File: config.mk
export PLATFORM = sky130hd
export DESIGN_NAME = apb_irq_completer_flat
export DESIGN_NICKNAME = d
export VERILOG_FILES = /design/src/rtl/apb_irq_completer_if.sv /design/src/rtl/apb_irq_completer.sv /design/src/flat_wrapper.sv
export SDC_FILE = /design/constraint.sdc
export NUM_CORES = 1
export LEC_CHECK = 0
export BUFFER_PORTS_ARGS = -buffer_cell sky130_fd_sc_hd__buf_2
export CORE_MARGIN = 2
export CORE_UTILIZATION = 44
export DETAILED_ROUTE_END_ITERATION = 10
export GPL_TIMING_DRIVEN = 0
export PLACE_DENSITY = 0.78
export SLEW_MARGIN = 20
export SYNTH_ARGS = -nofsm -noshare
export SYNTH_HDL_FRONTEND = slang
export SYNTH_SLANG_ARGS = --single-unit
File: constraint.sdc
create_clock -name pclk_i -period 4 [get_ports pclk_i]
set_input_delay 0.8 -clock pclk_i [delete_from_list [all_inputs] [get_ports pclk_i]]
set_output_delay 0.8 -clock pclk_i [all_outputs]
set_load 0.1 [all_outputs]
File: src/rtl/apb_irq_completer_if.sv
// APB3 bus bundle between the fabric initiator and the
// interrupt-controller register completer.
interface apb_irq_completer_if #(
  parameter int ADDR_W = 32,
  parameter int DATA_W = 32
);
  logic              psel_i;
  logic              penable_i;
  logic              pwrite_i;
  logic [ADDR_W-1:0] paddr_i;
  logic [DATA_W-1:0] pwdata_i;
  logic [DATA_W-1:0] prdata_o;
  logic              pready_o;
  logic              pslverr_o;

  modport master (
    output psel_i, penable_i, pwrite_i,
    output paddr_i, pwdata_i,
    input  prdata_o, pready_o, pslverr_o
  );

  modport slave (
    input  psel_i, penable_i, pwrite_i,
    input  paddr_i, pwdata_i,
    output prdata_o, pready_o, pslverr_o
  );
endinterface

File: src/rtl/apb_irq_completer.sv
// APB3 completer for the interrupt controller register bank,
// with trigger capture and registered priority arbitration.
module apb_irq_completer #(
  parameter int WAIT_STATES = 0,
  parameter int ADDR_W      = 32,
  parameter int DATA_W      = 32
) (
  input  logic               pclk_i,
  input  logic               rst_i,
  apb_irq_completer_if.slave apb,
  input  logic [3:0]         irq_trigger_i,
  output logic               interrupt_o,
  output logic [1:0]         irq_id_o
);

  typedef enum logic [1:0] {
    IDLE,
    SETUP,
    ACCESS
  } state_t;

  state_t state_q;
  state_t state;
  state_t state_d;

  logic [1:0]        cnt_q;
  logic              ctrl_q;
  logic [3:0]        status_q;
  logic [3:0]        mask_q;
  logic [2:0]        pth_q;
  logic [3:0][2:0]   pri_q;
  logic [DATA_W-1:0] prdata_q;
  logic [DATA_W-1:0] rd_val;

  logic [3:0] idx;
  logic       bad_hi;
  logic       err;
  logic       xfer;
  logic       ready;
  logic       wr_en;
  logic [3:0] clr;
  logic [3:0] elig;
  logic       any;
  logic [1:0] win_id;
  logic [2:0] win_pri;

  assign idx    = apb.paddr_i[3:0];
  assign bad_hi = |apb.paddr_i[ADDR_W-1:4];
  assign err    = bad_hi || (idx > 4'd8) ||
                  (apb.pwrite_i && idx == 4'd1);
  assign xfer   = apb.psel_i && apb.penable_i;

  always_ff @(posedge pclk_i or posedge rst_i) begin
    if (rst_i) state_q <= IDLE;
    else       state_q <= state_d;
  end

  // SETUP is the cycle in which the setup phase is on the bus
  always_comb begin
    state = state_q;
    if (state_q == IDLE && apb.psel_i && !apb.penable_i)
      state = SETUP;
    state_d = IDLE;
    case (state)
      SETUP:   state_d = ACCESS;
      ACCESS: begin
        state_d = ACCESS;
        if (!apb.psel_i || (apb.penable_i && cnt_q == 2'd0))
          state_d = IDLE;
      end
      default: state_d = IDLE;
    endcase
  end

  always_comb begin
    ready = (state == ACCESS) && xfer && (cnt_q == 2'd0);
    wr_en = ready && apb.pwrite_i && !err;
    clr   = (wr_en && idx == 4'd2) ? apb.pwdata_i[3:0] : 4'h0;
  end

  assign apb.pready_o  = ready;
  assign apb.pslverr_o = ready && err;
  assign apb.prdata_o  = prdata_q;

  always_ff @(posedge pclk_i or posedge rst_i) begin
    if (rst_i)
      cnt_q <= 2'd0;
    else if (state == SETUP)
      cnt_q <= 2'(WAIT_STATES);
    else if (state == ACCESS && xfer && cnt_q != 2'd0)
      cnt_q <= cnt_q - 2'd1;
  end

  always_comb begin
    rd_val = '0;
    if (!bad_hi) begin
      case (idx)
        4'd0: rd_val[0]   = ctrl_q;
        4'd1: rd_val[2:0] = {interrupt_o, irq_id_o};
        4'd2: rd_val[3:0] = status_q;
        4'd3: rd_val[3:0] = mask_q;
        4'd4: rd_val[2:0] = pth_q;
        4'd5, 4'd6, 4'd7, 4'd8:
          rd_val[2:0] = pri_q[2'(idx - 4'd5)];
        default: rd_val = '0;
      endcase
    end
  end

  // ascending scan with strict compare keeps ties on the lowest index
  always_comb begin
    elig    = '0;
    any     = 1'b0;
    win_id  = 2'd0;
    win_pri = 3'd0;
    for (int n = 0; n < 4; n++) begin
      elig[n] = ctrl_q && status_q[n] && mask_q[n] &&
                (pri_q[n] > pth_q);
      if (elig[n] && (!any || pri_q[n] > win_pri)) begin
        any     = 1'b1;
        win_id  = 2'(n);
        win_pri = pri_q[n];
      end
    end
  end

  always_ff @(posedge pclk_i or posedge rst_i) begin
    if (rst_i) begin
      ctrl_q      <= 1'b0;
      status_q    <= 4'h0;
      mask_q      <= 4'h0;
      pth_q       <= 3'd0;
      pri_q       <= '0;
      prdata_q    <= '0;
      interrupt_o <= 1'b0;
      irq_id_o    <= 2'd0;
    end else begin
      status_q    <= (status_q & ~clr) | irq_trigger_i;
      interrupt_o <= any;
      irq_id_o    <= win_id;
      if (state_d == ACCESS)
        prdata_q <= rd_val;
      if (wr_en) begin
        case (idx)
          4'd0: ctrl_q <= apb.pwdata_i[0];
          4'd3: mask_q <= apb.pwdata_i[3:0];
          4'd4: pth_q  <= apb.pwdata_i[2:0];
          4'd5, 4'd6, 4'd7, 4'd8:
            pri_q[2'(idx - 4'd5)] <= apb.pwdata_i[2:0];
          default: ;
        endcase
      end
    end
  end

endmodule

File: src/flat_wrapper.sv
// flat-port wrapper written by rule: the top's interface ports become plain ports
module apb_irq_completer_flat 
#(
  parameter int WAIT_STATES = 0,
  parameter int ADDR_W      = 32,
  parameter int DATA_W      = 32
)
  (pclk_i, rst_i, irq_trigger_i, interrupt_o, irq_id_o, apb_psel_i, apb_penable_i, apb_pwrite_i, apb_paddr_i, apb_pwdata_i, apb_prdata_o, apb_pready_o, apb_pslverr_o);
  apb_irq_completer_if #(.ADDR_W(ADDR_W), .DATA_W(DATA_W)) apb_i ();
  input  logic pclk_i;
  input  logic rst_i;
  input  logic [3:0] irq_trigger_i;
  output logic interrupt_o;
  output logic [1:0] irq_id_o;
  input wire logic [$bits(apb_i.psel_i)-1:0] apb_psel_i;
  input wire logic [$bits(apb_i.penable_i)-1:0] apb_penable_i;
  input wire logic [$bits(apb_i.pwrite_i)-1:0] apb_pwrite_i;
  input wire logic [$bits(apb_i.paddr_i)-1:0] apb_paddr_i;
  input wire logic [$bits(apb_i.pwdata_i)-1:0] apb_pwdata_i;
  output wire logic [$bits(apb_i.prdata_o)-1:0] apb_prdata_o;
  output wire logic [$bits(apb_i.pready_o)-1:0] apb_pready_o;
  output wire logic [$bits(apb_i.pslverr_o)-1:0] apb_pslverr_o;
  assign apb_i.psel_i = apb_psel_i;
  assign apb_i.penable_i = apb_penable_i;
  assign apb_i.pwrite_i = apb_pwrite_i;
  assign apb_i.paddr_i = apb_paddr_i;
  assign apb_i.pwdata_i = apb_pwdata_i;
  assign apb_prdata_o = apb_i.prdata_o;
  assign apb_pready_o = apb_i.pready_o;
  assign apb_pslverr_o = apb_i.pslverr_o;
  apb_irq_completer #(.WAIT_STATES(WAIT_STATES), .ADDR_W(ADDR_W), .DATA_W(DATA_W)) u_core (.pclk_i(pclk_i), .rst_i(rst_i), .apb(apb_i), .irq_trigger_i(irq_trigger_i), .interrupt_o(interrupt_o), .irq_id_o(irq_id_o));
endmodule
* Word level (Yosys, flattened, before mapping)
Index checks and enable logic that the tools add are counted.
** Word-level totals
- Memories :: 0
- Register bits :: 63
- Memory bits (writable) :: 0
- Word-level logic and storage cells :: 115
- Output and inout bits :: 37
- Bits in read-only memories :: 0
- Bits in latches :: 0
- Bits of input ports :: 73
** Cells by class
- Bitwise operators :: 3
- Divide/modulo/power cells :: 0
- Eq/ne operators :: 11
- Mux-type cells :: 25
- $add $sub $neg :: 2
- Multipliers :: 0
- Shift operators :: 0
- Reduce and logical (&&, ||, !) cells :: 51
- $lt $le $gt $ge :: 10
** Operator list (count)
- $logic_and A1 B1 Y1 :: 28
- $reduce_or A28 Y1 :: 1
- $gt A3 B3 Y1 :: 7
- $eq A4 B3 Y1 const B :: 4
- $mux W3 :: 5
- $bwmux W12 :: 1
- $mux W2 :: 6
- $pmux W2 S5 :: 1
- $eq A4 B2 Y1 const B :: 2
- $mux W4 :: 2
- $reduce_and A2 Y1 :: 4
- $bmux W3 S2 :: 1
- $demux W3 S2 :: 1
- $logic_not A1 Y1 :: 6
- $logic_or A1 B1 Y1 :: 6
- $pmux W1 S6 :: 1
- $mux W1 :: 5
- $and A4 B4 Y4 :: 1
- $eq A2 B2 Y1 const B :: 2
- $eq A4 B1 Y1 const B :: 1
- $eq A4 B4 Y1 const B :: 1
- $gt A4 B4 Y1 const B :: 1
- $logic_not A2 Y1 :: 2
- $logic_not A4 Y1 :: 1
- other kinds (10) :: 12

* Longest topological paths before layout
Gate-level depths: netlist of the first run.
- Depth in word-level cells :: 16
- Mapped depth :: 23
- Mapped depth without buffers :: 23

* Worst setup path after synthesis of the first run
OpenSTA, ideal clock, no wires.
- Path type :: register -> register
- Start :: register u_core.pth_q[1]
- End :: register u_core.irq_id_o[1]
- Library setup time :: 134 ps
- Slack :: -396 ps
- Path buffers :: 0
- Stages on the path, launching flop included :: 22
- Data required time :: 3866 ps
- Arrival time :: 4261 ps
- Clock period less this slack :: 4396 ps
- Path through :: dfrtp_1 > inv_1 > ha_1 > a31oi_1 > nand3_1 > ha_1 > a211oi_1 > o211ai_1 > and3_1 > nor2_1 > ha_1 > nor2b_1 > o21a_1 > o21ai_0 > a21oi_1 > o31ai_1 > ha_1 > nor2b_1 > o21ai_0 > a32oi_1 > a21oi_1 > o21ai_0
** Between the ends
- Longest elaborated chain between the ends :: 15
- Elaborated cells between the ends (all ways) :: 28
- Classes of those cells :: order compare (7); mux (8); reduce/logical (13)
** Ends and longest elaborated chain
- from (decl) :: RTL line apb_irq_completer.sv:30 : logic [2:0] pth_q;
- from (signal assigned) :: RTL line apb_irq_completer.sv:147 : 4'd4: pth_q <= apb.pwdata_i[2:0];
- $gt A3 B3 Y1 :: RTL line apb_irq_completer.sv:118 : (pri_q[n] > pth_q);
- $logic_and A1 B1 Y1 :: RTL line apb_irq_completer.sv:117 : elig[n] = ctrl_q && status_q[n] && mask_q[n] &&
- $mux W3 / $mux W1 (equally long branches) :: RTL line apb_irq_completer.sv:119 : if (elig[n] && (!any || pri_q[n] > win_pri)) begin
- $gt A3 B3 Y1 / $logic_not A1 Y1 (equally long branches) :: RTL line apb_irq_completer.sv:119
- $logic_or A1 B1 Y1 :: RTL line apb_irq_completer.sv:119
- $logic_and A1 B1 Y1 :: RTL line apb_irq_completer.sv:119
- $mux W3 / $mux W1 (equally long branches) :: RTL line apb_irq_completer.sv:119
- $gt A3 B3 Y1 / $logic_not A1 Y1 (equally long branches) :: RTL line apb_irq_completer.sv:119
- $logic_or A1 B1 Y1 :: RTL line apb_irq_completer.sv:119
- $logic_and A1 B1 Y1 :: RTL line apb_irq_completer.sv:119
- $mux W3 / $mux W1 (equally long branches) :: RTL line apb_irq_completer.sv:119
- $gt A3 B3 Y1 / $logic_not A1 Y1 (equally long branches) :: RTL line apb_irq_completer.sv:119
- $logic_or A1 B1 Y1 :: RTL line apb_irq_completer.sv:119
- $logic_and A1 B1 Y1 :: RTL line apb_irq_completer.sv:119
- $mux W2 * :: RTL line apb_irq_completer.sv:119
- named net u_core.win_id[1] :: RTL line apb_irq_completer.sv:44 : logic [1:0] win_id;
- to (signal assigned) :: RTL line apb_irq_completer.sv:140 : irq_id_o <= win_id;
- to (decl) :: RTL line apb_irq_completer.sv:13 : output logic [1:0] irq_id_o
The timed path passes the listed nets; every way through them passes the cells marked *.
A chain may end at the register's enable or synchronous reset.

* Worst setup path in the final report of the first run
- Start :: register u_core.pth_q[0]
- End :: register u_core.irq_id_o[0]
Same word-level chain as after synthesis.

==> results_tabular.tex, run 1 <==
\begin{tabular}{lr}
\hline
Metric & Value \\
\hline
\multicolumn{2}{l}{\textbf{GRT}} \\
\quad Total global-route track usage & 0.217 \\
\quad Residual overflow from global routing & 0 \\
\quad Wire length of the first global-routing pass & 10.7 mm \\
\quad Number of antenna violations at the first check in global routing & 0 \\
\quad Via count of the first global-routing pass & 2,324 \\
\quad Pin count of the biggest net entering global routing & 35 \\
\multicolumn{2}{l}{\textbf{Setup path}} \\
\quad Class of the most critical setup path & register to register \\
\quad Endpoint kind of the worst setup timing path & register \\
\quad CP top delay family & compound AO/OA/AOI/OAI gates \\
\quad Count of buffer and inverter cells on the critical path & 1 \\
\quad Crit path cell chain & ha\_4, a31oi\_4, and3\_4, ha\_4, nand3\_2, o21ai\_2, o211ai\_1, and3\_1, nor2\_1, ha\_1, nor2b\_1, o21a\_1, o21ai\_4, a21oi\_2, buf\_4, o31ai\_2, ha\_1, a32oi\_2, a21oi\_2, o2bb2ai\_2 \\
\quad Arr. time, crit path & 4.45 ns \\
\quad Worst setup SP type & register \\
\quad Data required, critical path & 4.20 ns \\
\quad FF-to-FF setup slack & -0.25 ns \\
\quad Slowest-stage cell, CP & sky130\_fd\_sc\_hd\_\_dfrtp\_2 \\
\quad Crit path max fanout & 5 \\
\quad Largest stage delay on the critical path & 0.48 ns \\
\multicolumn{2}{l}{\textbf{Yosys}} \\
\quad Share of synthesized area occupied by flip-flops and latches & 0.329 \\
\quad Number of cells produced by synthesis & 258 \\
\quad Async SR Flop Fraction & 1.00 \\
\quad Average cell area after synthesis & 10.0 um2 \\
\quad Number of distinct library cell variants in the gate-level netlist after synthesis & 41 \\
\quad Synthesized cell area & 2580 um2 \\
\quad Synthesis-stage register bit count & 34 \\
\quad Most instantiated flip-flop cell in the synthesis netlist & sky130\_fd\_sc\_hd\_\_dfrtp\_1 \\
\quad Warnings from Yosys & 0 \\
\quad Number of enable flip-flop cells after synthesis & 0 \\
\multicolumn{2}{l}{\textbf{Clock network}} \\
\quad Master cell of the clock root buffer & sky130\_fd\_sc\_hd\_\_clkbuf\_8 \\
\quad Clk Latency, worst-skew pair & 0.28 ns \\
\quad H-tree depth & 2 \\
\quad Maximum count of clock buffers along a single path & 2 \\
\quad Clock tree from TritonCTS & yes \\
\quad CTS Sinks & 34 \\
\quad Clock buffers created by TritonCTS & 5 \\
\quad Clock slew at the register clock pins of the worst setup and hold paths & 0.07 ns \\
\multicolumn{2}{l}{\textbf{Floorplan}} \\
\quad I/O pin total & 110 \\
\quad Floorplan die width & 80.7 um \\
\quad Die outline area & 6500 um2 \\
\quad Starting density of the core & 0.464 \\
\quad Standard-cell row count & 27 \\
\quad Die boundary height & 80.7 um \\
\quad Core box area & 5570 um2 \\
\multicolumn{2}{l}{\textbf{Timing}} \\
\quad Rel. slew slack & 0.536 \\
\quad Final hold vios & 0 \\
\quad Slack of the critical path & -0.251 ns \\
\quad Count of final setup violators & 2 \\
\quad Setup total negative slack & -0.491 ns \\
\quad Max-slew violations & 0 \\
\quad Period minus WS final & 4.25 ns \\
\quad Final cycle utilization of the critical path & 1.06 \\
\quad Setup repair after global routing missed its margin & yes \\
\quad Worst clock skew & 0.00421 ns \\
\quad Actual slew at the worst max-slew pin & 0.695 ns \\
\quad Fmax & 235 MHz \\
\multicolumn{2}{l}{\textbf{Routing}} \\
\quad Total DRC errors in the routed layout & 0 \\
\quad Total length of routed wires & 6.97 mm \\
\quad Final routed wire length divided by cell count & 15.8 um \\
\quad Drt pass-1 iters & 4 \\
\quad DRC violation total after the first TritonRoute iteration & 97 \\
\quad DR vias & 2,421 \\
\quad Mean number of vias per cell & 5.50 \\
\quad Final ANT Viol Nets & 0 \\
\multicolumn{2}{l}{\textbf{Placed design}} \\
\quad Number of port buffers & 53 \\
\quad Gp weighted congestion & 0.836 \\
\quad Worst setup timing slack at the placement stage & -0.553 ns \\
\quad Cell area after placement & 3100 um2 \\
\quad Dpl hpwl & 5.05 mm \\
\multicolumn{2}{l}{\textbf{Cells and area}} \\
\quad Finished layout cell area & 3550 um2 \\
\quad Area growth from synthesis to layout & 37.3\% \\
\quad Post-layout utilization of the core & 0.637 \\
\quad Final net count & 469 \\
\quad Layout cell share with drive strength beyond 1 & 0.470 \\
\quad ANT cells & 0 \\
\quad Total of fill cells in the finished design & 447 \\
\multicolumn{2}{l}{\textbf{Power and ir drop}} \\
\quad Power per cell area & 259 nW/um2 \\
\quad Worst ir drop on vdd & 0.000251 V \\
\quad Total chip power & 0.920 mW \\
\quad Static Leakage & 1.72 nW \\
\multicolumn{2}{l}{\textbf{Worst hold path}} \\
\quad Hold WC Path Type & register to register \\
\multicolumn{2}{l}{\textbf{Run status}} \\
\quad Violated checks & setup timing \\
\quad Result of the run & complete, but fails checks \\
\multicolumn{2}{l}{\textbf{Flow run}} \\
\quad Max capacitance violation total & 0 \\
\hline
\end{tabular}
## Yosys cell counts (4+ instances only)
library cell,instances,area [um2]
sky130_fd_sc_hd__nand2_1,7,26.3
sky130_fd_sc_hd__ha_1,28,350
sky130_fd_sc_hd__and2_1,4,25.0
sky130_fd_sc_hd__buf_4,28,210
sky130_fd_sc_hd__a31oi_1,8,50.1
sky130_fd_sc_hd__nand4_1,5,31.3
sky130_fd_sc_hd__o21ai_0,7,35.0
sky130_fd_sc_hd__nand3_1,16,80.1
sky130_fd_sc_hd__o2bb2ai_1,4,35.0
sky130_fd_sc_hd__inv_1,15,56.3
sky130_fd_sc_hd__dfrtp_1,34,851
sky130_fd_sc_hd__a21oi_1,7,35.0
sky130_fd_sc_hd__a22o_1,7,61.3
sky130_fd_sc_hd__a22oi_1,4,30.0
sky130_fd_sc_hd__a21o_1,5,37.5
sky130_fd_sc_hd__mux2_2,19,214
sky130_fd_sc_hd__nor2_1,5,18.8
sky130_fd_sc_hd__nand3b_1,4,30.0
sky130_fd_sc_hd__nor4_1,7,43.8
sky130_fd_sc_hd__nor2b_1,7,43.8
## placed cells by master (no fill, tap or decap), types with 3 or more instances in the layout
master                      count
sky130_fd_sc_hd__a21o_1         5
sky130_fd_sc_hd__a21oi_1        3
sky130_fd_sc_hd__a21oi_2        4
sky130_fd_sc_hd__a22o_1         7
sky130_fd_sc_hd__a22oi_1        4
sky130_fd_sc_hd__a31oi_1        5
sky130_fd_sc_hd__and2_1         4
sky130_fd_sc_hd__buf_2         53
sky130_fd_sc_hd__buf_4         50
sky130_fd_sc_hd__clkbuf_1       3
sky130_fd_sc_hd__clkbuf_8       6
sky130_fd_sc_hd__conb_1        28
sky130_fd_sc_hd__dfrtp_1       31
sky130_fd_sc_hd__dfrtp_2        3
sky130_fd_sc_hd__ha_1          21
sky130_fd_sc_hd__ha_4           6
sky130_fd_sc_hd__inv_1         11
sky130_fd_sc_hd__inv_2          4
sky130_fd_sc_hd__mux2_2        19
sky130_fd_sc_hd__mux4_2         3
sky130_fd_sc_hd__nand2_1        6
sky130_fd_sc_hd__nand3_1       12
sky130_fd_sc_hd__nand3_2        4
sky130_fd_sc_hd__nand3b_1       4
sky130_fd_sc_hd__nand4_1        5
sky130_fd_sc_hd__nor2_1         5
sky130_fd_sc_hd__nor2b_1        6
sky130_fd_sc_hd__nor3_1         3
sky130_fd_sc_hd__nor4_1         7
sky130_fd_sc_hd__o21a_1         3
sky130_fd_sc_hd__o21ai_0        3
sky130_fd_sc_hd__o21ai_2        3
sky130_fd_sc_hd__o2bb2ai_1      3
## logic make-up (layout without fill, tap and decap cells)
logic type / after synthesis / after routing / share of synthesized area
other cells: 1 / 28 / 0.00145
simple gates: 64 / 64 / 0.139
compound gates: 61 / 61 / 0.170
mux: 24 / 24 / 0.117
buf+inv: 46 / 129 / 0.107
flops: 34 / 34 / 0.329
fa+ha+maj: 28 / 28 / 0.136
## final cells by class
cell class                 instances  area, um2  share of cell area
buffer                            31        221              0.0624
clock buffer                       6       82.6              0.0233
clock inverter                     1       30.0             0.00846
inverter                          15       56.3              0.0159
multi-input combinational        205       1770               0.499
sequential                        34        855               0.241
tap                               72       90.1              0.0254
timing repair buffer              76        442               0.124
## through the flow
| stage | hold slack [ns] | std cells |
|---|---|---|
| final | 0.503 | 440 |
| after global placement | 0.490 | 410 |
| after floorplan | 0.466 | 285 |
| after global routing | 0.522 | 440 |
| after detailed placement | 0.490 | 410 |
| after CTS | 0.504 | 435 |
## per-layer routing
| metal | up-vias | routed length, um | GRT usage |
|---|---|---|---|
| met2 | 112 | 3510 | 0.382 |
| met5 | - | 0 | 0 |
| met1 | 1150 | 2750 | 0.267 |
| met3 | 14 | 581 | 0.0461 |
| met4 | 0 | 128 | 0.0627 |
| li1 | 1145 | - | - |
## power by group
part           switching, mW  internal (mW)  total, mW
combinational          0.181         0.0641      0.245
clock                  0.119          0.199      0.318
sequential           0.00521          0.352      0.357
## timing repair
item,4_1_cts,5_1_grt
pin swaps,17,22
setup buffers,18,5
setup endpoints to repair,2,2
hold buffers,0,0
resized for setup,19,16
## final timing paths
path | from | to | cells past startpoint
max in group asynchronous | rst_i | u_core.pth_q[0] | 2
max | u_core.pth_q[0] | u_core.irq_id_o[0] | 20
min in group asynchronous | rst_i | u_core.status_q[2] | 2
max reg2reg | u_core.pth_q[0] | u_core.irq_id_o[0] | 20
min | u_core.cnt_q[0] | u_core.cnt_q[0] | 1
min reg2reg | u_core.cnt_q[0] | u_core.cnt_q[0] | 1
## registers in the layout, summed over array words and instances, names as in the netlist
| signal | cells |
|---|---|
| u_core.apb.prdata_o | 4 |
| u_core.cnt_q | 2 |
| u_core.ctrl_q | 1 |
| u_core.interrupt_o | 1 |
| u_core.irq_id_o | 2 |
| u_core.mask_q | 4 |
| u_core.pri_q | 12 |
| u_core.pth_q | 3 |
| u_core.state_q | 1 |
| u_core.status_q | 4 |
No activity file was read; power rests on OpenSTA's default activity.
==> inputs of run 2 (changes only) <==
--- a/config.mk
+++ b/config.mk
@@ -7,10 +7,11 @@
 export LEC_CHECK = 0
 export BUFFER_PORTS_ARGS = -buffer_cell sky130_fd_sc_hd__buf_2
 export CORE_MARGIN = 2
-export CORE_UTILIZATION = 44
+export CORE_UTILIZATION = 40
+export CTS_BUF_LIST = sky130_fd_sc_hd__clkbuf_16
 export DETAILED_ROUTE_END_ITERATION = 10
 export GPL_TIMING_DRIVEN = 0
-export PLACE_DENSITY = 0.78
+export PLACE_DENSITY = 0.72
 export SLEW_MARGIN = 20
 export SYNTH_ARGS = -nofsm -noshare
 export SYNTH_HDL_FRONTEND = slang
==> constraint.sdc (replaced) <==
create_clock -name pclk_i -period 3.5 [get_ports pclk_i]
set_input_delay 0.7 -clock pclk_i [delete_from_list [all_inputs] [get_ports pclk_i]]
set_output_delay 0.7 -clock pclk_i [all_outputs]
set_load 0.1 [all_outputs]
==> run 2 against run 1 <==
The flow still finishes with violations (setup timing); clock-buffer cell count decreased by 1; cell count unchanged; sequential power increased by 15%; register-to-register slack got worse by 0.52 ns; critical endpoint unchanged.
==> results_tabular.tex, run 2 (synthesized netlist as in run 1, its figures left out) <==
\begin{tabular}{lr}
\hline
Metric & Value \\
\hline
\multicolumn{2}{l}{\textbf{Run status}} \\
\quad Result of the run & complete, but fails checks \\
\quad Violated checks & setup timing \\
\multicolumn{2}{l}{\textbf{Worst hold path}} \\
\quad Source of the worst hold timing path & u\_core.cnt\_q[0] \\
\quad Hold WC Path Type & register to register \\
\quad Worst hold path endpoint & u\_core.cnt\_q[0] \\
\quad WHS Path Cells & 1 \\
\multicolumn{2}{l}{\textbf{GRT}} \\
\quad Total global-route track usage & 0.184 \\
\quad Wire length of the first global-routing pass & 10.4 mm \\
\quad Number of antenna violations at the first check in global routing & 0 \\
\quad Pin count of the biggest net entering global routing & 35 \\
\quad Residual overflow from global routing & 0 \\
\quad Via count of the first global-routing pass & 2,150 \\
\multicolumn{2}{l}{\textbf{Setup path}} \\
\quad Endpoint kind of the worst setup timing path & register \\
\quad Crit path max fanout & 5 \\
\quad Path depth of the worst reg2reg path & 20 \\
\quad Worst flop-to-flop path startpoint & u\_core.pri\_q[2] \\
\quad Largest stage delay on the critical path & 0.46 ns \\
\quad CP top delay family & compound AO/OA/AOI/OAI gates \\
\quad Slowest-stage cell, CP & sky130\_fd\_sc\_hd\_\_dfrtp\_2 \\
\quad Class of the most critical setup path & register to register \\
\quad Capture point of the worst reg-to-reg path & u\_core.irq\_id\_o[0] \\
\quad Worst setup SP type & register \\
\quad FF-to-FF setup slack & -0.77 ns \\
\quad Count of buffer and inverter cells on the critical path & 0 \\
\quad Arr. time, crit path & 4.41 ns \\
\quad Data required, critical path & 3.64 ns \\
\quad Crit path cell chain & ha\_4, a31oi\_4, nand3\_2, ha\_4, a211oi\_2, o211ai\_1, and3\_1, nor2\_1, ha\_1, nor2b\_4, o21a\_1, o21ai\_4, a21oi\_2, o31ai\_2, ha\_1, nor2b\_4, o21ai\_2, a32oi\_2, a21oi\_2, o2bb2ai\_2 \\
\multicolumn{2}{l}{\textbf{Timing}} \\
\quad Rel. slew slack & 0.542 \\
\quad Fmax & 234 MHz \\
\quad Count of final setup violators & 2 \\
\quad Max-slew violations & 0 \\
\quad Final cycle utilization of the critical path & 1.22 \\
\quad Slack of the critical path & -0.771 ns \\
\quad Final hold vios & 0 \\
\quad Actual slew at the worst max-slew pin & 0.685 ns \\
\quad Worst clock skew & 0.00336 ns \\
\quad Setup repair after global routing missed its margin & yes \\
\quad Final worst hold slack & 0.495 ns \\
\quad Period minus WS final & 4.27 ns \\
\multicolumn{2}{l}{\textbf{Power and ir drop}} \\
\quad Power per cell area & 330 nW/um2 \\
\quad Static Leakage & 1.73 nW \\
\quad Worst ir drop on vdd & 0.000297 V \\
\multicolumn{2}{l}{\textbf{Floorplan}} \\
\quad Floorplan die width & 84.4 um \\
\quad Die outline area & 7120 um2 \\
\quad Starting density of the core & 0.409 \\
\quad Standard-cell row count & 29 \\
\quad Core box area & 6310 um2 \\
\quad Die boundary height & 84.4 um \\
\quad I/O pin total & 110 \\
\multicolumn{2}{l}{\textbf{Cells and area}} \\
\quad Total of fill cells in the finished design & 547 \\
\quad ANT cells & 0 \\
\quad Flip-flop count of the largest register, all copies and words added & 12 \\
\quad Post-layout utilization of the core & 0.563 \\
\quad Most flops, register & u\_core.pri\_q \\
\quad Commonest non-fill, non-tap cell in the layout & sky130\_fd\_sc\_hd\_\_buf\_2 \\
\quad Layout cell share with drive strength beyond 1 & 0.457 \\
\quad Commonest cells after routing, fill and taps aside & sky130\_fd\_sc\_hd\_\_buf\_2, sky130\_fd\_sc\_hd\_\_buf\_4, sky130\_fd\_sc\_hd\_\_dfrtp\_1 \\
\quad Final net count & 464 \\
\quad Area growth from synthesis to layout & 37.4\% \\
\multicolumn{2}{l}{\textbf{Clock network}} \\
\quad H-tree depth & 2 \\
\quad Clock tree from TritonCTS & yes \\
\quad CTS Sinks & 34 \\
\quad Clock slew at the register clock pins of the worst setup and hold paths & 0.05 ns \\
\quad Clock buffers created by TritonCTS & 5 \\
\quad Clk Latency, worst-skew pair & 0.28 ns \\
\quad Maximum count of clock buffers along a single path & 2 \\
\quad Master cell of the clock root buffer & sky130\_fd\_sc\_hd\_\_clkbuf\_16 \\
\multicolumn{2}{l}{\textbf{Routing}} \\
\quad Final ANT Viol Nets & 0 \\
\quad DRC violation total after the first TritonRoute iteration & 103 \\
\quad DR vias & 2,348 \\
\quad Final routed wire length divided by cell count & 14.9 um \\
\quad Total DRC errors in the routed layout & 0 \\
\quad Mean number of vias per cell & 5.34 \\
\quad Total length of routed wires & 6.57 mm \\
\quad Drt pass-1 iters & 4 \\
\multicolumn{2}{l}{\textbf{Placed design}} \\
\quad Number of port buffers & 53 \\
\quad Dpl hpwl & 4.96 mm \\
\quad Worst setup timing slack at the placement stage & -0.934 ns \\
\quad Gp weighted congestion & 0.841 \\
\multicolumn{2}{l}{\textbf{Flow run}} \\
\quad Max capacitance violation total & 0 \\
\hline
\end{tabular}
-- run 2: cell count changes in the layout (fill, tap and decap cells not counted), sizes merged --
| cell | before | now |
|---|---|---|
| clkbuf | 9 | 8 |
| buf | 104 | 99 |
| clkinv | 0 | 1 |
-- run 2: layout make-up --
class                   instances  area, um2  share of cell area
plain buffers                  31        221              0.0623
clock buffers                   5        125              0.0352
flip-flops and latches         34        855               0.241
multi-input cells             205       1760               0.497
inverters                      15       56.3              0.0159
repair buffers                 71        400               0.113
clock inverters                 2       33.8             0.00951
well taps                      77       96.3              0.0271
-- run 2: per-layer routing --
metal	global-route usage	share of wire	vias up
li1	-	-	1135
met1	0.231	0.41	1095
met2	0.316	0.49	106
met3	0.0413	0.084	12
met4	0.0606	0.017	0
met5	0	0	-
-- run 2: per-stage QoR --
step / cell area, um2 / total power, mW / cells / TNS, ns
2_1_floorplan: 2790 / 0.645 / 285 / -0.812
3_3_place_gp: 3150 / 0.691 / 415 / -1.62
3_5_place_dp: 3150 / 0.695 / 415 / -1.83
4_1_cts: 3450 / 1.17 / 434 / -1.32
5_1_grt: 3550 / 1.22 / 440 / -1.97
6_report: 3550 / 1.17 / 440 / -1.53
-- run 2: timing repair --
item,4_1_cts,5_1_grt
endpoints found under the hold margin,0,0
hold buffers,0,0
endpoints found under the setup margin,2,2
pin swaps,9,19
buffers inserted,12,7
gates resized for setup,12,12
-- run 2: power breakdown --
| part | internal (mW) | total [mW] | switching [mW] |
|---|---|---|---|
| clock network | 0.329 | 0.484 | 0.155 |
| registers | 0.403 | 0.409 | 0.00584 |
| logic | 0.0734 | 0.280 | 0.207 |
-- run 2: worst max-delay path by stage --
stage	end	cells after the start	start
3_5_place_dp	u_core.irq_id_o[0]	23	u_core.pth_q[1]
5_1_grt	u_core.irq_id_o[1]	21	u_core.pth_q[2]
3_3_place_gp	u_core.irq_id_o[0]	22	u_core.pth_q[1]
4_1_cts	u_core.irq_id_o[1]	22	u_core.pth_q[1]
6_report	u_core.irq_id_o[0]	20	u_core.pri_q[2]
2_1_floorplan	u_core.irq_id_o[0]	22	u_core.pth_q[2]
==> inputs of run 3 (changes only) <==
--- a/config.mk
+++ b/config.mk
@@ -6,12 +6,13 @@
 export NUM_CORES = 1
 export LEC_CHECK = 0
 export BUFFER_PORTS_ARGS = -buffer_cell sky130_fd_sc_hd__buf_2
-export CORE_MARGIN = 2
+export CORE_MARGIN = 10
 export CORE_UTILIZATION = 40
 export CTS_BUF_LIST = sky130_fd_sc_hd__clkbuf_16
 export DETAILED_ROUTE_END_ITERATION = 10
 export GPL_TIMING_DRIVEN = 0
 export PLACE_DENSITY = 0.72
+export SKIP_CTS_REPAIR_TIMING = 1
 export SLEW_MARGIN = 20
 export SYNTH_ARGS = -nofsm -noshare
 export SYNTH_HDL_FRONTEND = slang
==> run 3 against run 2 <==
The flow still finishes with violations (setup timing); cell count fell by 1.4%; final area is 2.9% lower; register-to-register slack worse by 0.02 ns; fmax down 0.38%; wire length grew 8.7%; die area grew 42%; sequential share of layout area grew 0.69 points; first-iteration DRC count up 39%.
==> results_tabular.tex, run 3 (synthesized netlist as in run 1, its figures left out) <==
\begin{tabular}{lr}
\hline
Metric & Value \\
\hline
\multicolumn{2}{l}{\textbf{Setup path}} \\
\quad Endpoint kind of the worst setup timing path & register \\
\quad Largest stage delay on the critical path & 0.41 ns \\
\quad CP top delay family & compound AO/OA/AOI/OAI gates \\
\quad Crit path cell chain & inv\_2, ha\_4, a31oi\_4, and3\_4, ha\_4, inv\_1, a211oi\_2, o211ai\_1, and3\_1, nor2\_1, ha\_1, nor2b\_1, o21a\_1, o21ai\_4, a21oi\_2, o31ai\_2, ha\_1, nor2b\_1, o21ai\_1, a32oi\_1, a21oi\_2, o21ai\_2 \\
\quad Arr. time, crit path & 4.42 ns \\
\quad Worst setup SP type & register \\
\quad Crit path max fanout & 5 \\
\quad Class of the most critical setup path & register to register \\
\quad Slowest-stage cell, CP & sky130\_fd\_sc\_hd\_\_dfrtp\_1 \\
\quad Count of buffer and inverter cells on the critical path & 2 \\
\quad Data required, critical path & 3.64 ns \\
\multicolumn{2}{l}{\textbf{Routing}} \\
\quad Drt pass-1 iters & 4 \\
\quad Final ANT Viol Nets & 0 \\
\quad DR vias & 2,305 \\
\quad Total DRC errors in the routed layout & 0 \\
\quad Mean number of vias per cell & 5.31 \\
\quad Total length of routed wires & 7.15 mm \\
\quad Final routed wire length divided by cell count & 16.5 um \\
\quad DRC violation total after the first TritonRoute iteration & 143 \\
\multicolumn{2}{l}{\textbf{Clock network}} \\
\quad H-tree depth & 2 \\
\quad Clock slew at the register clock pins of the worst setup and hold paths & 0.05 ns \\
\quad Clk Latency, worst-skew pair & 0.27 ns \\
\quad Clock tree from TritonCTS & yes \\
\quad CTS Sinks & 34 \\
\quad Clock buffers created by TritonCTS & 5 \\
\quad Maximum count of clock buffers along a single path & 2 \\
\quad Master cell of the clock root buffer & sky130\_fd\_sc\_hd\_\_clkbuf\_16 \\
\multicolumn{2}{l}{\textbf{Placed design}} \\
\quad Placed insts & 415 \\
\quad Dpl hpwl & 5.65 mm \\
\quad Cell area after placement & 3150 um2 \\
\quad Gp weighted congestion & 0.843 \\
\quad Number of port buffers & 53 \\
\quad Worst setup timing slack at the placement stage & -0.916 ns \\
\multicolumn{2}{l}{\textbf{GRT}} \\
\quad Wire length of the first global-routing pass & 10.7 mm \\
\quad Pin count of the biggest net entering global routing & 35 \\
\quad Via count of the first global-routing pass & 2,192 \\
\quad Number of antenna violations at the first check in global routing & 0 \\
\quad Residual overflow from global routing & 0 \\
\quad Total global-route track usage & 0.128 \\
\multicolumn{2}{l}{\textbf{Floorplan}} \\
\quad Die boundary height & 100 um \\
\quad I/O pin total & 110 \\
\quad Die outline area & 10,100 um2 \\
\quad Floorplan die width & 100 um \\
\quad Core box area & 6310 um2 \\
\quad Standard-cell row count & 29 \\
\quad Starting density of the core & 0.409 \\
\multicolumn{2}{l}{\textbf{Cells and area}} \\
\quad Area growth from synthesis to layout & 33.4\% \\
\quad Finished layout cell area & 3450 um2 \\
\quad Most flops, register & u\_core.pri\_q \\
\quad ANT cells & 0 \\
\quad Commonest non-fill, non-tap cell in the layout & sky130\_fd\_sc\_hd\_\_buf\_2 \\
\quad Flip-flop count of the largest register, all copies and words added & 12 \\
\quad Final net count & 458 \\
\quad Non-filler cells, final & 434 \\
\quad Layout cell share with drive strength beyond 1 & 0.429 \\
\quad Commonest cells after routing, fill and taps aside & sky130\_fd\_sc\_hd\_\_buf\_2, sky130\_fd\_sc\_hd\_\_buf\_4, sky130\_fd\_sc\_hd\_\_dfrtp\_1 \\
\multicolumn{2}{l}{\textbf{Power and ir drop}} \\
\quad Worst ir drop on vdd & 0.000317 V \\
\quad Logic gate share of total power & 0.256 \\
\quad Net switching share of the total power & 0.334 \\
\quad Fraction of power consumed by sequential logic & 0.371 \\
\quad Net Sw Power & 0.368 mW \\
\quad Share of power burned in the clock network & 0.372 \\
\quad Power per cell area & 319 nW/um2 \\
\quad Static Leakage & 1.66 nW \\
\quad Total chip power & 1.10 mW \\
\quad Cell internal power dissipation & 0.733 mW \\
\multicolumn{2}{l}{\textbf{Timing}} \\
\quad Max-slew violations & 0 \\
\quad Rel. slew slack & 0.519 \\
\quad Actual slew at the worst max-slew pin & 0.720 ns \\
\quad Count of final setup violators & 2 \\
\quad Final hold vios & 0 \\
\quad Final cycle utilization of the critical path & 1.23 \\
\quad Period minus WS final & 4.29 ns \\
\quad Fmax & 233 MHz \\
\quad Worst clock skew & 0.00416 ns \\
\quad Slack of the critical path & -0.788 ns \\
\quad Final worst hold slack & 0.494 ns \\
\quad Setup repair after global routing missed its margin & yes \\
\multicolumn{2}{l}{\textbf{Run status}} \\
\quad Result of the run & complete, but fails checks \\
\quad Violated checks & setup timing \\
\multicolumn{2}{l}{\textbf{Worst hold path}} \\
\quad Hold WC Path Type & register to register \\
\multicolumn{2}{l}{\textbf{Flow run}} \\
\quad Max capacitance violation total & 0 \\
\hline
\end{tabular}
-- run 3: worst register-to-register path, delay by kind of cell, from the launching register on --
kind | cells | cell delay (ns)
DFF | 1 | 0.41
AOI/OAI and AO/OA | 11 | 1.91
buffers and inverters | 2 | 0.16
and+or+nand+nor | 5 | 0.80
adders and majority gates | 4 | 0.86
-- run 3: per-layer routing --
metal,part of all wire,up-vias,GRT usage
met3,0.12,6,0.0522
met5,0,-,0
met4,0.011,0,0.0380
li1,-,1119,-
met1,0.42,1077,0.148
met2,0.46,103,0.212
-- run 3: final timing paths --
check	startpoint	endpoint	slack (ns)	cells after the start
min in group asynchronous	rst_i	u_core.mask_q[0]	0.54	2
max in group asynchronous	rst_i	u_core.pri_q[1]	2.45	2
setup / recovery	u_core.pth_q[1]	u_core.irq_id_o[1]	-0.79	22
hold / removal	u_core.cnt_q[0]	u_core.cnt_q[0]	0.49	1
setup reg to reg	u_core.pth_q[1]	u_core.irq_id_o[1]	-0.79	22
hold reg to reg	u_core.cnt_q[0]	u_core.cnt_q[0]	0.49	1
-- run 3: metrics by stage --
| stage | util | setup TNS, ns |
|---|---|---|
| 6_report | 0.546 | -1.57 |
| 5_1_grt | 0.546 | -2.01 |
| 3_3_place_gp | 0.499 | -1.71 |
| 4_1_cts | 0.521 | -1.87 |
| 3_5_place_dp | 0.499 | -1.82 |
| 2_1_floorplan | - | -0.812 |
-- run 3: area by class of cell --
cell class                 count  area, um2
tap                           77       96.3
clock buffer                   5        125
multi-input combinational    205       1730
clock inverter                 2       10.0
fill                         555       2870
inverter                      15       56.3
timing repair buffer          65        355
sequential                    34        853
buffer                        31        221
-- run 3: power by group through the flow --
stage	combinational, mW	sequential [mW]	clock [mW]
2_1_floorplan	0.232	0.414	0
4_1_cts	0.280	0.409	0.412
3_3_place_gp	0.276	0.415	0
6_report	0.282	0.408	0.410
3_5_place_dp	0.279	0.415	0
5_1_grt	0.299	0.410	0.429
